## src/rtl/exc_ctrl_n_if.sv

```systemverilog
// Pipeline <-> exception controller bus.
// Inputs to the controller: irq, sync_exc, wb_valid, pc_wb, delay_slot, eret, c0_we/c0_sel/c0_wd.
// Outputs from the controller: c0_rd, flush, e_enter, vector, exl, ipend.
// master = pipeline/core side, slave = exception controller.
interface exc_ctrl_n_if #(
    parameter int unsigned N_IRQ = 6,
    parameter int unsigned W     = 32
);
    logic [N_IRQ-1:0] irq;
    logic [6:0]       sync_exc;
    logic             wb_valid;
    logic [W-1:0]     pc_wb;
    logic             delay_slot;
    logic             eret;
    logic             c0_we;
    logic [2:0]       c0_sel;
    logic [31:0]      c0_wd;
    logic [31:0]      c0_rd;
    logic             flush;
    logic             e_enter;
    logic [W-1:0]     vector;
    logic             exl;
    logic [N_IRQ-1:0] ipend;

    modport master (
        output irq, sync_exc, wb_valid, pc_wb, delay_slot, eret, c0_we, c0_sel, c0_wd,
        input  c0_rd, flush, e_enter, vector, exl, ipend
    );

    modport slave (
        input  irq, sync_exc, wb_valid, pc_wb, delay_slot, eret, c0_we, c0_sel, c0_wd,
        output c0_rd, flush, e_enter, vector, exl, ipend
    );
endinterface

```

## src/rtl/exc_ctrl_n.sv

```systemverilog
// Exception / interrupt controller: STATUS, CAUSE, EPC coprocessor-0 state,
// synchronised external interrupts (per-line edge/level), flush and redirect vector.
// Ports: clk, reset_n (async active-low), bus (exc_ctrl_n_if.slave).
// Optional feature macro: EXC_TIMER_EN builds the COUNT/COMPARE timer and TI.
module exc_ctrl_n #(
    parameter int unsigned      N_IRQ     = 6,
    parameter int unsigned      W         = 32,
    parameter logic [N_IRQ-1:0] EDGE_MASK = '0,
    parameter logic [W-1:0]     RST_VEC   = W'(32'h0000_0000),
    parameter logic [W-1:0]     EXC_VEC   = W'(32'h0000_0100)
) (
    input  logic        clk,
    input  logic        reset_n,
    exc_ctrl_n_if.slave bus
);
    localparam int unsigned CODE_W = 5;
    localparam int unsigned IM_LSB = 8;

    localparam logic [2:0] SEL_STATUS  = 3'd0;
    localparam logic [2:0] SEL_CAUSE   = 3'd1;
    localparam logic [2:0] SEL_EPC     = 3'd2;
    localparam logic [2:0] SEL_COUNT   = 3'd3;
    localparam logic [2:0] SEL_COMPARE = 3'd4;

    typedef enum logic {ST_BOOT, ST_RUN} state_t;

    state_t              state, state_nxt;
    logic                boot;
    logic [N_IRQ-1:0]    irq_s1, irq_s2, irq_s3;
    logic [N_IRQ-1:0]    ip_edge, ip, im, w1c;
    logic                ie, exl, imt, bd;
    logic [CODE_W-1:0]   code, exc_code;
    logic [W-1:0]        epc;
    logic                ti;
    logic [31:0]         count, compare;
    logic                int_req, e_enter, c0_wr;
    logic [31:0]         rd;
    logic [W-1:0]        vec;

    // Boot sequencer: one redirect-to-reset-vector cycle after reset
    always_ff @(posedge clk or negedge reset_n) begin
        if (!reset_n) state <= ST_BOOT;
        else          state <= state_nxt;
    end

    always_comb begin
        state_nxt = state;
        boot      = 1'b0;
        case (state)
            ST_BOOT: begin
                boot      = 1'b1;
                state_nxt = ST_RUN;
            end
            default: state_nxt = ST_RUN;
        endcase
    end

    // Two-flop synchroniser plus a third stage for rising-edge detect
    always_ff @(posedge clk or negedge reset_n) begin
        if (!reset_n) begin
            irq_s1 <= '0;
            irq_s2 <= '0;
            irq_s3 <= '0;
        end else begin
            irq_s1 <= bus.irq;
            irq_s2 <= irq_s1;
            irq_s3 <= irq_s2;
        end
    end

    assign c0_wr = bus.c0_we & ~e_enter;
    assign w1c   = (c0_wr && bus.c0_sel == SEL_CAUSE) ? bus.c0_wd[IM_LSB +: N_IRQ] : '0;

    // Edge pending latches: set has priority over software W1C
    always_ff @(posedge clk or negedge reset_n) begin
        if (!reset_n) ip_edge <= '0;
        else          ip_edge <= (ip_edge & ~w1c) | (irq_s2 & ~irq_s3 & EDGE_MASK);
    end

    assign ip = (ip_edge & EDGE_MASK) | (irq_s2 & ~EDGE_MASK);

`ifdef EXC_TIMER_EN
    // Free-running timer; a COMPARE write clears TI even on a coincident match
    always_ff @(posedge clk or negedge reset_n) begin
        if (!reset_n) begin
            count   <= '0;
            compare <= '0;
            ti      <= 1'b0;
        end else begin
            count <= (c0_wr && bus.c0_sel == SEL_COUNT) ? bus.c0_wd : count + 32'd1;
            if (c0_wr && bus.c0_sel == SEL_COMPARE) begin
                compare <= bus.c0_wd;
                ti      <= 1'b0;
            end else if (count == compare) begin
                ti <= 1'b1;
            end
        end
    end
    assign int_req = bus.wb_valid & ie & ~exl & ((|(ip & im)) | (ti & imt));
`else
    assign count   = '0;
    assign compare = '0;
    assign ti      = 1'b0;
    assign int_req = bus.wb_valid & ie & ~exl & (|(ip & im));
`endif

    // Fixed-priority cause encoder: IBE, RI, CpU, BREAK, SYSCALL, OV, DBE, interrupt
    always_comb begin
        exc_code = CODE_W'(0);
        if      (bus.sync_exc[6]) exc_code = CODE_W'(6);
        else if (bus.sync_exc[5]) exc_code = CODE_W'(10);
        else if (bus.sync_exc[4]) exc_code = CODE_W'(11);
        else if (bus.sync_exc[3]) exc_code = CODE_W'(9);
        else if (bus.sync_exc[2]) exc_code = CODE_W'(8);
        else if (bus.sync_exc[1]) exc_code = CODE_W'(12);
        else if (bus.sync_exc[0]) exc_code = CODE_W'(7);
    end

    assign e_enter = ~boot & ((|bus.sync_exc) | int_req);

    // CP0 STATUS/CAUSE/EPC; entry wins over ERET and drops a coincident MTC0
    always_ff @(posedge clk or negedge reset_n) begin
        if (!reset_n) begin
            ie   <= 1'b0;
            exl  <= 1'b0;
            im   <= '0;
            imt  <= 1'b0;
            bd   <= 1'b0;
            code <= '0;
            epc  <= '0;
        end else if (e_enter) begin
            code <= exc_code;
            exl  <= 1'b1;
            if (!exl) begin
                epc <= bus.delay_slot ? bus.pc_wb - W'(4) : bus.pc_wb;
                bd  <= bus.delay_slot;
            end
        end else begin
            if (bus.eret) exl <= 1'b0;
            if (c0_wr && bus.c0_sel == SEL_STATUS) begin
                ie  <= bus.c0_wd[0];
                exl <= bus.c0_wd[1];
                im  <= bus.c0_wd[IM_LSB +: N_IRQ];
                imt <= bus.c0_wd[15];
            end
            if (c0_wr && bus.c0_sel == SEL_EPC) epc <= W'(bus.c0_wd);
        end
    end

    // CP0 read mux; unlisted bits read zero
    always_comb begin
        rd = '0;
        case (bus.c0_sel)
            SEL_STATUS: begin
                rd[0]                = ie;
                rd[1]                = exl;
                rd[IM_LSB +: N_IRQ]  = im;
                rd[15]               = imt;
            end
            SEL_CAUSE: begin
                rd[31]               = bd;
                rd[30]               = ti;
                rd[IM_LSB +: N_IRQ]  = ip;
                rd[6:2]              = code;
            end
            SEL_EPC:     rd = 32'(epc);
            SEL_COUNT:   rd = count;
            SEL_COMPARE: rd = compare;
            default:     rd = '0;
        endcase
    end

    // Redirect target: reset vector while booting, else entry, else ERET return
    always_comb begin
        vec = EXC_VEC;
        if (boot)          vec = RST_VEC;
        else if (e_enter)  vec = EXC_VEC;
        else if (bus.eret) vec = epc;
    end

    assign bus.c0_rd   = rd;
    assign bus.flush   = e_enter | bus.eret | boot;
    assign bus.e_enter = e_enter;
    assign bus.vector  = vec;
    assign bus.exl     = exl;
    assign bus.ipend   = ip;
endmodule

```

## src/flat_wrapper.sv

```systemverilog
// flat-port wrapper written by rule: the top's interface ports become plain ports
module exc_ctrl_n_flat 
#(
    parameter int unsigned      N_IRQ     = 6,
    parameter int unsigned      W         = 32,
    parameter logic [N_IRQ-1:0] EDGE_MASK = '0,
    parameter logic [W-1:0]     RST_VEC   = W'(32'h0000_0000),
    parameter logic [W-1:0]     EXC_VEC   = W'(32'h0000_0100)
)
  (clk, reset_n, bus_irq, bus_sync_exc, bus_wb_valid, bus_pc_wb, bus_delay_slot, bus_eret, bus_c0_we, bus_c0_sel, bus_c0_wd, bus_c0_rd, bus_flush, bus_e_enter, bus_vector, bus_exl, bus_ipend);
  exc_ctrl_n_if #(.N_IRQ(N_IRQ), .W(W)) bus_i ();
  input  logic clk;
  input  logic reset_n;
  input wire logic [$bits(bus_i.irq)-1:0] bus_irq;
  input wire logic [$bits(bus_i.sync_exc)-1:0] bus_sync_exc;
  input wire logic [$bits(bus_i.wb_valid)-1:0] bus_wb_valid;
  input wire logic [$bits(bus_i.pc_wb)-1:0] bus_pc_wb;
  input wire logic [$bits(bus_i.delay_slot)-1:0] bus_delay_slot;
  input wire logic [$bits(bus_i.eret)-1:0] bus_eret;
  input wire logic [$bits(bus_i.c0_we)-1:0] bus_c0_we;
  input wire logic [$bits(bus_i.c0_sel)-1:0] bus_c0_sel;
  input wire logic [$bits(bus_i.c0_wd)-1:0] bus_c0_wd;
  output wire logic [$bits(bus_i.c0_rd)-1:0] bus_c0_rd;
  output wire logic [$bits(bus_i.flush)-1:0] bus_flush;
  output wire logic [$bits(bus_i.e_enter)-1:0] bus_e_enter;
  output wire logic [$bits(bus_i.vector)-1:0] bus_vector;
  output wire logic [$bits(bus_i.exl)-1:0] bus_exl;
  output wire logic [$bits(bus_i.ipend)-1:0] bus_ipend;
  assign bus_i.irq = bus_irq;
  assign bus_i.sync_exc = bus_sync_exc;
  assign bus_i.wb_valid = bus_wb_valid;
  assign bus_i.pc_wb = bus_pc_wb;
  assign bus_i.delay_slot = bus_delay_slot;
  assign bus_i.eret = bus_eret;
  assign bus_i.c0_we = bus_c0_we;
  assign bus_i.c0_sel = bus_c0_sel;
  assign bus_i.c0_wd = bus_c0_wd;
  assign bus_c0_rd = bus_i.c0_rd;
  assign bus_flush = bus_i.flush;
  assign bus_e_enter = bus_i.e_enter;
  assign bus_vector = bus_i.vector;
  assign bus_exl = bus_i.exl;
  assign bus_ipend = bus_i.ipend;
  exc_ctrl_n #(.N_IRQ(N_IRQ), .W(W), .EDGE_MASK(EDGE_MASK), .RST_VEC(RST_VEC), .EXC_VEC(EXC_VEC)) u_core (.clk(clk), .reset_n(reset_n), .bus(bus_i));
endmodule
```

## config.mk

```make
export PLATFORM = sky130hd
export DESIGN_NAME = exc_ctrl_n_flat
export DESIGN_NICKNAME = d
export VERILOG_FILES = /design/src/rtl/exc_ctrl_n_if.sv /design/src/rtl/exc_ctrl_n.sv /design/src/flat_wrapper.sv
export SDC_FILE = /design/constraint.sdc
export NUM_CORES = 1
export LEC_CHECK = 0
export CAP_MARGIN = 20
export CORE_MARGIN = 5
export CORE_UTILIZATION = 42
export CTS_BUF_LIST = sky130_fd_sc_hd__clkbuf_16
export DETAILED_ROUTE_END_ITERATION = 10
export PLACE_DENSITY = 0.81
export SYNTH_ARGS = -nofsm -noshare
export SYNTH_HDL_FRONTEND = slang
export SYNTH_SLANG_ARGS = --single-unit
export TNS_END_PERCENT = 50
```

## constraint.sdc

```tcl
create_clock -name clk -period 2.3 [get_ports clk]
set_input_delay 0.46 -clock clk [delete_from_list [all_inputs] [get_ports clk]]
set_output_delay 0.46 -clock clk [all_outputs]
set_load 0.05 [all_outputs]
```

==> impl_metrics.yaml <==
outcome:
  violations: "setup timing"
  status: "complete, but fails checks"
grt:
  first_global_vias: 5258
  met2_usage_pct: 65.7
  grt_pass1_wl_mm: 30.5
  grtUsageTotal_pct: 39.5
  antenna_found_initial: 1
  grt-ovfl-total: 0
  grt-busiest-layer: "met2"
  met3_usage_pct: 11.1
  met1_usage_pct: 41.7
  grt_start_max_net_pins: 60
cells_and_area:
  n_fill_cell: 286
  finalNetCount: 726
  area_growth_pct: 112
  drive_gt1_share_pct: 45.5
setup_path:
  cp-end-kind: "flop"
  crit_arrival_ps: 3000
  r2r-end: "u_core.epc[29]"
  worst-setup-path-type: "primary input to flop"
  worstSetupStartpointType: "primary input"
  rr_startpoint: "u_core.im[3]"
  required_ps: 2460
  critPathMaxFanout: 5
  ff2ff_setup_slack_ps: -440
  r2r_cells: 11
clock_network:
  cts_hold_buf: 0
  htree_num_levels: 3
  cts_inserted_buffers: 9
  numClockSinks: 59
  insertion_delay_ps: 340
  cts_root_buf: "clkbuf_16"
  cts_tree: "done"
  clk_pin_slew_ps: 60
  ctsLongestPathBuffers: 2
timing:
  setup_ws_ps: -537
  min_period_ps: 2840
  worst_pin_slew_ps: 752
  finalCritPeriodShare_pct: 123
  hold_violations: 0
  clock_skew_ps: 8.05
  max_freq_mhz: 352
  finalMaxSlewViolations: 0
  rsz0062_at_grt: "true"
  finalSetupViolCount: 74
  whs_ps: 117
  relSlewSlack_pct: 49.4
routing:
  final_antenna_net_count: 0
  drt-initial-drc-count: 555
  avgRoutedWirePerCell_um: 30.1
  first_pass_iters: 8
  wirelength_mm: 22.5
  routed_via_density: 6.55
  drc_errors: 0
  dr_total_vias: 4911
synthesis:
  synth_flop_cell: "dfrtp_1"
  ys_ff_latch: 59
  synthDistinctLibCells: 47
  postSynthCellCount: 382
  yosysMostFrequentCell: "dfrtp_1"
  synth.top_cell.area_share_pct: 41.9
  synth_edf_count: 0
  syn_avg_cell_area_um2: 9.22
  seq_area_frac_synth_pct: 41.9
  synthArstFlopShare_pct: 100
  synthesis.area_mm2: 0.00352
  synth.area.top_cells: "dfrtp_1 (42%), and2_1 (8.9%), mux2i_1 (4.8%)"
  yosys.area.top_type: "dfrtp_1"
  synth_top_cells_by_count: "dfrtp_1 (59), and2_1 (50), nor2_1 (43)"
  syn_nets: 469
  ys_warn_count: 0
pwr:
  p_sw_share_pct: 34.2
  combPwrFrac_pct: 29.4
  power_leakage_uw: 0.00323
  pwr-share-seq_pct: 33.9
  power_density_mw_per_mm2: 552
  finalPower_uw: 4130
  ir_drop_mv: 0.413
  intPower_uw: 2720
  p_clk_share_pct: 36.7
  switching_power_uw: 1410
place:
  gp_congestion: 0.896
  port_buffers: 158
  place_hpwl_mm: 11.2
floorplan:
  core_mm2: 0.00818
  rows: 33
  dieArea_mm2: 0.0103
  die_h_um: 102
  start_util_pct: 43.1
  die_w_um: 102
  boundaryPins: 159
worst_hold_path:
  hp-class: "primary input to async pin"
flow_run:
  maxCapViolations: 0
[per-stage QoR]
| stage | setup WS [ps] | instance area (µm²) | TNS [ps] | util, % | std cells |
|---|---|---|---|---|---|
| after CTS | -256 | 7200 | -8080 | 88.1 | 736 |
| after floorplan | -95.5 | 3580 | -1920 | - | 382 |
| after global routing | -505 | 7480 | -16460 | 91.5 | 750 |
| after detailed placement | -532 | 6500 | -26800 | 79.5 | 701 |
| final | -537 | 7480 | -16860 | 91.5 | 750 |
| after global placement | -448 | 6500 | -19140 | 79.5 | 701 |
[worst max path at each step]
| stage | start | endpoint | slack, ps | depth (start not counted) |
|---|---|---|---|---|
| after floorplan | bus_pc_wb[14] | u_core.epc[28] | -100 | 7 |
| after global placement | bus_pc_wb[14] | u_core.epc[28] | -450 | 7 |
| after detailed placement | bus_pc_wb[14] | u_core.epc[28] | -530 | 7 |
| after CTS | u_core.bus.ipend[3] | bus_vector[28] | -260 | 8 |
| after global routing | bus_pc_wb[18] | u_core.epc[29] | -510 | 8 |
| final | bus_pc_wb[18] | u_core.epc[29] | -540 | 8 |
[layout make-up]
cell class / instances / area, µm² / share of cell area (%)
timing repair buffer: 266 / 3220 / 43.1
antenna: 1 / 2.50 / 0.0335
multi-input combinational: 296 / 2300 / 30.8
clock buffer: 9 / 225 / 3.01
inverter: 7 / 26.3 / 0.351
tap: 105 / 131 / 1.76
sequential: 59 / 1480 / 19.7
clock inverter: 7 / 92.6 / 1.24
[power groups by stage]
stage | clock network, µW | registers [µW] | logic [µW]
global placement | 0 | 1340 | 961
finish | 1520 | 1400 | 1210
CTS | 1440 | 1350 | 1060
detailed placement | 0 | 1350 | 1000
global route | 1550 | 1400 | 1240
floorplan | 0 | 1320 | 445
[cells by family (layout without fill, tap and decap cells)]
logic type      after synthesis  in the layout  synth area share (%)
mux                          25             25                  7.39
fa+ha+maj                     1              1                 0.355
xor+xnor                     28             28                  6.96
compound gates               70             70                  14.7
simple gates                171            171                  25.5
flops                        59             59                  41.9
other cells                   1              2                 0.106
buf+inv                      27            289                  3.12
[cell usage in the layout, fill, tap and decap left out, types with 10 or more instances in the layout]
cell / instances
a221o_1: 10
and2_4: 31
dfrtp_1: 59
xnor2_1: 16
nand2_1: 23
buf_12: 72
nor2_1: 28
clkbuf_16: 10
and2_1: 19
nor2_2: 14
buf_4: 91
dlygate4sd2_1: 10
nor3_1: 12
a22oi_1: 14
xor2_1: 10
clkdlybuf4s50_1: 74
mux2i_1: 15
[per-layer routing]
layer  part of all wire [%]  up-vias
li1                       -     1883
met1                     32     2333
met2                     48      494
met3                     11      201
met4                    9.6        0
met5                      0        -
[worst max-delay path, cell delays in order]
cell	delay (ps)
clkdlybuf4s50_1	450
nor4_1	320
buf_4	200
nand3_1	330
nor4_4	330
buf_4	170
xnor2_1	110
o21ai_0	630
[registers in the layout, indices dropped and copies added (netlist names)]
register          cells
u_core.im             6
u_core.irq_s1         6
u_core.state          1
u_core.code           4
u_core.bus.exl        1
u_core.epc           32
u_core.bus.ipend      6
u_core.bd             1
u_core.imt            1
u_core.ie             1
[timing repair]
action                                 4_1_cts  5_1_grt
endpoints found under the hold margin        0        0
buffers inserted                            16       12
cloned                                       3        1
gates resized for setup                     81       39
pin swaps                                   26        3
setup endpoints to repair                   73       84
(Power assumes the default switching activity.)
==> edit 1 (config.mk and constraints unchanged) <==
The option `EXC_TIMER_EN` is turned on by a define.
--- a/src/rtl/exc_ctrl_n.sv
+++ b/src/rtl/exc_ctrl_n.sv
@@ -2,6 +2,8 @@
 // synchronised external interrupts (per-line edge/level), flush and redirect vector.
 // Ports: clk, reset_n (async active-low), bus (exc_ctrl_n_if.slave).
 // Optional feature macro: EXC_TIMER_EN builds the COUNT/COMPARE timer and TI.
+`define EXC_TIMER_EN
+
 module exc_ctrl_n #(
     parameter int unsigned      N_IRQ     = 6,
     parameter int unsigned      W         = 32,
Behaviour: not the same (Yosys sat finds a counterexample within 4 cycles, from zero or initial values and one cycle with reset_n low).
==> edit 1 against the original RTL <==
The flow still finishes with violations (setup timing); routed wire length up 45%; sequential cell count up 65; area after synthesis up 110%; count of clock-buffer cells in the layout up 8; setup slack worse by 0.034 ns; cell area up 62%; first-iteration DRC count up 100%; power up 120%; critical endpoint is now bus_vector[21].
==> edit 1: results (changes against the original RTL) <==
Parameter                              Value

Cells and area
  Share of cells above drive strength 1    0.4129 (-0.04205)
  Fin nets    1,098 (+51%)
  Largest registers    u_core.compare: 32 flops, u_core.count: 32 flops, u_core.epc: 32 flops

Clocking
  Clock transition time at the flip-flop clock pins of the worst setup and hold paths    0.06 ns (about the same)
  Cell chosen for the clock root    sky130_fd_sc_hd__clkbuf_16
  Clk Latency, worst-skew pair    0.43 ns (+0.09 ns)
  Number of levels in the clock H-tree    4 (+1)
  Maximum count of clock buffers along a single path    2 (unchanged)
  CTS Buf Count    17 (+8)

Drt
  Total number of vias    8,007 (+63%)
  Detailed router's first-iteration violation count    1,125 (+100%)
  Vias per cell    6.390 (-2.4%)
  Initial DRT Pass Iterations    6 (-2)
  Final routed wirelength across all metal layers    32,640 um (+45%)

Yosys
  Async set or reset register ratio after synthesis    1.000 (unchanged)
  Leading post-synthesis cells by instance count    sky130_fd_sc_hd__dfrtp_1 (124), sky130_fd_sc_hd__mux2_2 (76), sky130_fd_sc_hd__nand2_1 (66)
  Unique cell type count in the Yosys netlist    64 (+36%)
  Yosys synthesis warning count    0 (unchanged)
  Cell types with the largest area share after synthesis    sky130_fd_sc_hd__dfrtp_1 (41%), sky130_fd_sc_hd__mux2_2 (11%), sky130_fd_sc_hd__xnor2_1 (7.3%), sky130_fd_sc_hd__mux2i_1 (4.3%), sky130_fd_sc_hd__nand2_1 (3.3%)
  Synthesized Nets    819 (+75%)
  Cell count after synthesis    731 (+91%)
  Portion of the post-synthesis area used by sequential elements    0.4125 (-0.006526)

Placed design
  Post-detailed-placement cell area    0.01108 mm2 (+70%)
  Post-detail-place hpwl    20,130 um (+80%)
  Post-Place Cells    1,201 (+71%)
  Pre-CTS worst setup slack    -0.5480 ns (-0.01588 ns)
  Number of buffers inserted by port buffering    158 (unchanged)
  RD Place Congestion    0.9561 (+6.7%)

Worst setup path
  Peak fanout along the critical path    27 (+22)
  Data arrival time of the worst path    2.41 ns (-0.59 ns)
  Delay of the slowest critical-path stage    0.43 ns (-0.20 ns)
  Standard cell with the maximum stage delay on the critical path    sky130_fd_sc_hd__dfrtp_2

Global route
  GRT Total Usage    0.3006 (-0.09487)
  Wire length of the first global-routing pass    47,130 um (+55%)
  Initial antenna violation count    2 (+1)
  Vias in the first global route    8,063 (+53%)
  Pin count of the biggest net entering global routing    55 (-8.3%)

Timing
  Final setup violation count    136 (+84%)
  Worst slew margin    0.4791 (-0.01457)
  Setup ws final    -0.5713 ns (-0.03417 ns)
  Total Negative Setup Slacks    -44.04 ns (-27.18 ns)
  Setup clock skew after layout    0.01013 ns (+0.002077 ns)

Run status
  Violated checks    setup timing
  Status    finished with violations

Min path
  Class of the tightest hold or removal check    primary input to asynchronous set/reset pin

Pwr
  Worst ir drop on vdd    560.6 uV (+36%)
  LEAKAGE    5.082 nW (+57%)
[edit 1: changes by cell type in the layout (fill, tap and decap cells not counted), moves of 18 or more]
cell                      before  now
sky130_fd_sc_hd__and2_1       19    1
sky130_fd_sc_hd__and2_2        0   25
sky130_fd_sc_hd__and2_4       31    7
sky130_fd_sc_hd__dfrtp_1      59  122
sky130_fd_sc_hd__mux2_2        8   75
sky130_fd_sc_hd__nand2_1      23   64
sky130_fd_sc_hd__nand4_1       1   22
sky130_fd_sc_hd__o21ai_2       1   21
sky130_fd_sc_hd__xnor2_1      16   63
[edit 1: path summary, 6_finish.rpt]
kind / to / cells after the start / from / slack, ns
max: bus_vector[21] / 7 / u_core.bus.ipend[1] / -0.57
min: u_core.bus.ipend[2] / 1 / reset_n / 0.01
max reg2reg: u_core.count[16] / 10 / u_core.bus.ipend[1] / -0.38
min reg2reg: u_core.bus.ipend[5] / 0 / u_core.irq_s1[5] / 0.35
max in group asynchronous: u_core.epc[25] / 2 / reset_n / 1.45
min in group clk: u_core.bus.ipend[5] / 0 / u_core.irq_s1[5] / 0.35
[edit 1: logic make-up after synthesis]
family	share of synthesized area
compound gates	0.1199
xor+xnor	0.09198
fa+ha+maj	0.003326
buf+inv	0.03510
flops	0.4125
mux	0.1608
other cells	0.0004985
simple gates	0.1758
[edit 1: where the power goes]
| group | total [mW] | internal [mW] | switching [mW] | leakage, nW |
|---|---|---|---|---|
| clock network | 2.57 | 1.55 | 1.01 | 0.282 |
| logic | 3.01 | 1.51 | 1.50 | 3.31 |
| registers | 3.37 | 2.66 | 0.713 | 1.49 |
| total | 8.95 | 5.72 | 3.22 | 5.08 |
[edit 1: area by class of cell]
class | instances | area (um2)
Inverter | 13 | 51.30
Tap cell | 229 | 286.5
Fill cell | 1107 | 5657
Timing Repair Buffer | 302 | 3580
Antenna cell | 2 | 5.005
Clock inverter | 14 | 115.1
Clock buffer | 17 | 425.4
Multi-Input combinational cell | 552 | 4554
Sequential cell | 124 | 3105
[edit 1: what timing repair did]
| action | 4_1_cts | 5_1_grt |
|---|---|---|
| setup buffers | 9 | 4 |
| pin swaps | 6 | 4 |
| setup endpoints to repair | 156 | 160 |
| gates resized for setup | 57 | 22 |
| cloned | 5 | 3 |
[edit 1: critical path, delay by kind of cell, from the launching register on]
kind	cells	cell delay, ns
flops	1	0.43
simple gates	3	0.61
buf+inv	2	0.32
compound gates	2	0.60
[edit 1: routing by layer]
metal  GRT usage  vias up  wire, um
met5           0        -         0
li1            -     3272         -
met3     0.09018      201      3713
met1      0.3673     3831     11700
met2      0.4838      703     15030
met4      0.1487        0      2200
==> edit 2 (same settings) <==
Made on the original files. `N_IRQ` is set to 6 in 3 places; all go to 7.
--- a/src/rtl/exc_ctrl_n_if.sv
+++ b/src/rtl/exc_ctrl_n_if.sv
@@ -3,7 +3,7 @@
 // Outputs from the controller: c0_rd, flush, e_enter, vector, exl, ipend.
 // master = pipeline/core side, slave = exception controller.
 interface exc_ctrl_n_if #(
-    parameter int unsigned N_IRQ = 6,
+    parameter int unsigned N_IRQ = 7,
     parameter int unsigned W     = 32
 );
     logic [N_IRQ-1:0] irq;
--- a/src/rtl/exc_ctrl_n.sv
+++ b/src/rtl/exc_ctrl_n.sv
@@ -3,7 +3,7 @@
 // Ports: clk, reset_n (async active-low), bus (exc_ctrl_n_if.slave).
 // Optional feature macro: EXC_TIMER_EN builds the COUNT/COMPARE timer and TI.
 module exc_ctrl_n #(
-    parameter int unsigned      N_IRQ     = 6,
+    parameter int unsigned      N_IRQ     = 7,
     parameter int unsigned      W         = 32,
     parameter logic [N_IRQ-1:0] EDGE_MASK = '0,
     parameter logic [W-1:0]     RST_VEC   = W'(32'h0000_0000),
--- a/src/flat_wrapper.sv
+++ b/src/flat_wrapper.sv
@@ -1,7 +1,7 @@
 // flat-port wrapper written by rule: the top's interface ports become plain ports
 module exc_ctrl_n_flat 
 #(
-    parameter int unsigned      N_IRQ     = 6,
+    parameter int unsigned      N_IRQ     = 7,
     parameter int unsigned      W         = 32,
     parameter logic [N_IRQ-1:0] EDGE_MASK = '0,
     parameter logic [W-1:0]     RST_VEC   = W'(32'h0000_0000),
Interface: changed (resized bus_ipend and bus_irq); port bits go from 159 to 161. The function was not compared with the original's and may differ.
==> edit 2 against the original RTL <==
The flow still finishes with violations (setup timing); cell area hardly changed; clock power is 18% lower; synthesized cell count is 5.2% higher; critical path depth stayed put; count of clock-buffer cells in the layout stayed put; sequential cell count is 3 higher; power is 5.3% lower; setup slack worse by 0.19 ns; die area is 5.5% higher; routed wire length is 17% lower; sequential power is 4% higher; core utilization is 5.2 points lower; area after synthesis is 6.1% higher; critical endpoint is now bus_vector[20]; highest routed layer unchanged.
==> edit 2: results (changes against the original RTL) <==
Parameter                              Value

Yosys
  Portion of the post-synthesis area used by sequential elements    0.4150 (-0.004041)
  Syn Area/Cell    9.300 um2 (+0.83%)
  Unique cell type count in the Yosys netlist    54 (+15%)
  Leading post-synthesis cells by instance count    sky130_fd_sc_hd__dfrtp_1 (62), sky130_fd_sc_hd__and2_1 (49), sky130_fd_sc_hd__nor2_1 (39)
  Cell types with the largest area share after synthesis    sky130_fd_sc_hd__dfrtp_1 (41%), sky130_fd_sc_hd__and2_1 (8.2%), sky130_fd_sc_hd__nor2_1 (3.9%), sky130_fd_sc_hd__mux2_2 (3.0%), sky130_fd_sc_hd__o221a_2 (3.0%)
  Synthesized Nets    490 (+4.5%)

Pwr
  Psw    1.304 mW (-7.5%)
  Worst ir drop on vdd    353.7 uV (-14%)

Timing
  Final setup violation count    81 (+9.5%)
  Total Negative Setup Slacks    -40.15 ns (-23.29 ns)
  Worst slew margin    0.6416 (+0.1480)
  Worst Hold Slack    0.1236 ns (+0.006298 ns)
  Setup ws final    -0.7294 ns (-0.1923 ns)
  Setup clock skew after layout    0.008831 ns (+0.0007804 ns)

Global route
  GRT Total Usage    0.3183 (-0.07723)
  Met1 GRT Util    0.3600 (-0.05708)
  Grt met2 use    0.5520 (-0.1054)
  Pin count of the biggest net entering global routing    63 (+5.0%)
  Wire length of the first global-routing pass    27,400 um (-10%)
  Grt met3 use    0.06580 (-0.04508)

Placed design
  Post-Place Cells    743 (+6.0%)
  Post-detailed-placement cell area    0.006825 mm2 (+5.0%)
  Post-detail-place hpwl    12,400 um (+11%)
  RD Place Congestion    0.8956 (about the same)

Run status
  Violated checks    setup timing
  Status    finished with violations

Worst setup path
  Delay of the slowest critical-path stage    0.52 ns (-0.11 ns)
  Worst Reg-to-Reg Cells    13 (+2)
  Reg2Reg Launch Point    u_core.bus.ipend[3]
  Capture point of the worst reg-to-reg path    u_core.epc[10]
  Data arrival time of the worst path    2.57 ns (-0.43 ns)
  Standard cell with the maximum stage delay on the critical path    sky130_fd_sc_hd__a222oi_1
  Peak fanout along the critical path    13 (+8)

Drt
  Detail Route met2 WL    9424 um (-12%)
  Met3 Wirelength    1603 um (-34%)
  Initial DRT Pass Iterations    5 (-3)
  Met1 Wirelength    6500 um (-9.5%)
  Detailed router's first-iteration violation count    340 (-39%)
  Wire length per cell after detailed routing    24.19 um (-20%)

Cells and area
  Fin nets    748 (+3.0%)
  Post-route insts no fill    774 (+3.2%)

Clocking
  Cts repair resizes    36 (-56%)
edit 2: cells by family after synthesis:
kind of cell               count (synthesis)  synth area share
buffers and inverters                     39           0.04317
adders and majority gates                  1          0.003346
AOI/OAI and AO/OA                         90            0.1841
xor gates and xnor gates                  15           0.03514
muxes                                     18           0.05154
other                                      1          0.001003
and+or+nand+nor                          176            0.2667
DFF                                       62            0.4150
edit 2: final cells by class:
type	instances	area, um2
antenna	1	2.502
clock buffer	9	225.2
clock inverter	7	48.80
fill	402	1194
inverter	14	55.05
multi-input combinational	301	2235
sequential	62	1555
tap	108	135.1
timing repair buffer	272	3228
edit 2: worst max-delay path, delay by kind of cell (launching register included):
family                 cells  cell delay (ns)
DFF                        1             0.42
and+or+nand+nor            3             0.64
buffers and inverters      3             0.56
AOI/OAI and AO/OA          2             0.61
edit 2: power groups by stage:
| stage | logic [mW] | clock network, mW | registers (mW) |
|---|---|---|---|
| finish | 1.20 | 1.25 | 1.46 |
| global route | 1.25 | 1.31 | 1.46 |
| CTS | 1.13 | 1.25 | 1.43 |
| detailed placement | 1.07 | 0 | 1.44 |
| global placement | 1.03 | 0 | 1.43 |
| floorplan | 0.464 | 0 | 1.39 |
edit 2: how the worst max path moves through the flow:
| stage | startpoint | to | slack, ns | cells past startpoint |
|---|---|---|---|---|
| global placement | bus_pc_wb[26] | u_core.epc[31] | -0.44 | 6 |
| finish | u_core.bus.ipend[3] | bus_vector[20] | -0.73 | 8 |
| global route | u_core.bus.ipend[3] | bus_vector[20] | -0.71 | 8 |
| detailed placement | bus_pc_wb[26] | u_core.epc[31] | -0.52 | 6 |
| CTS | u_core.bus.ipend[3] | bus_vector[16] | -0.59 | 8 |
| floorplan | u_core.bus.ipend[3] | bus_vector[11] | -0.11 | 6 |
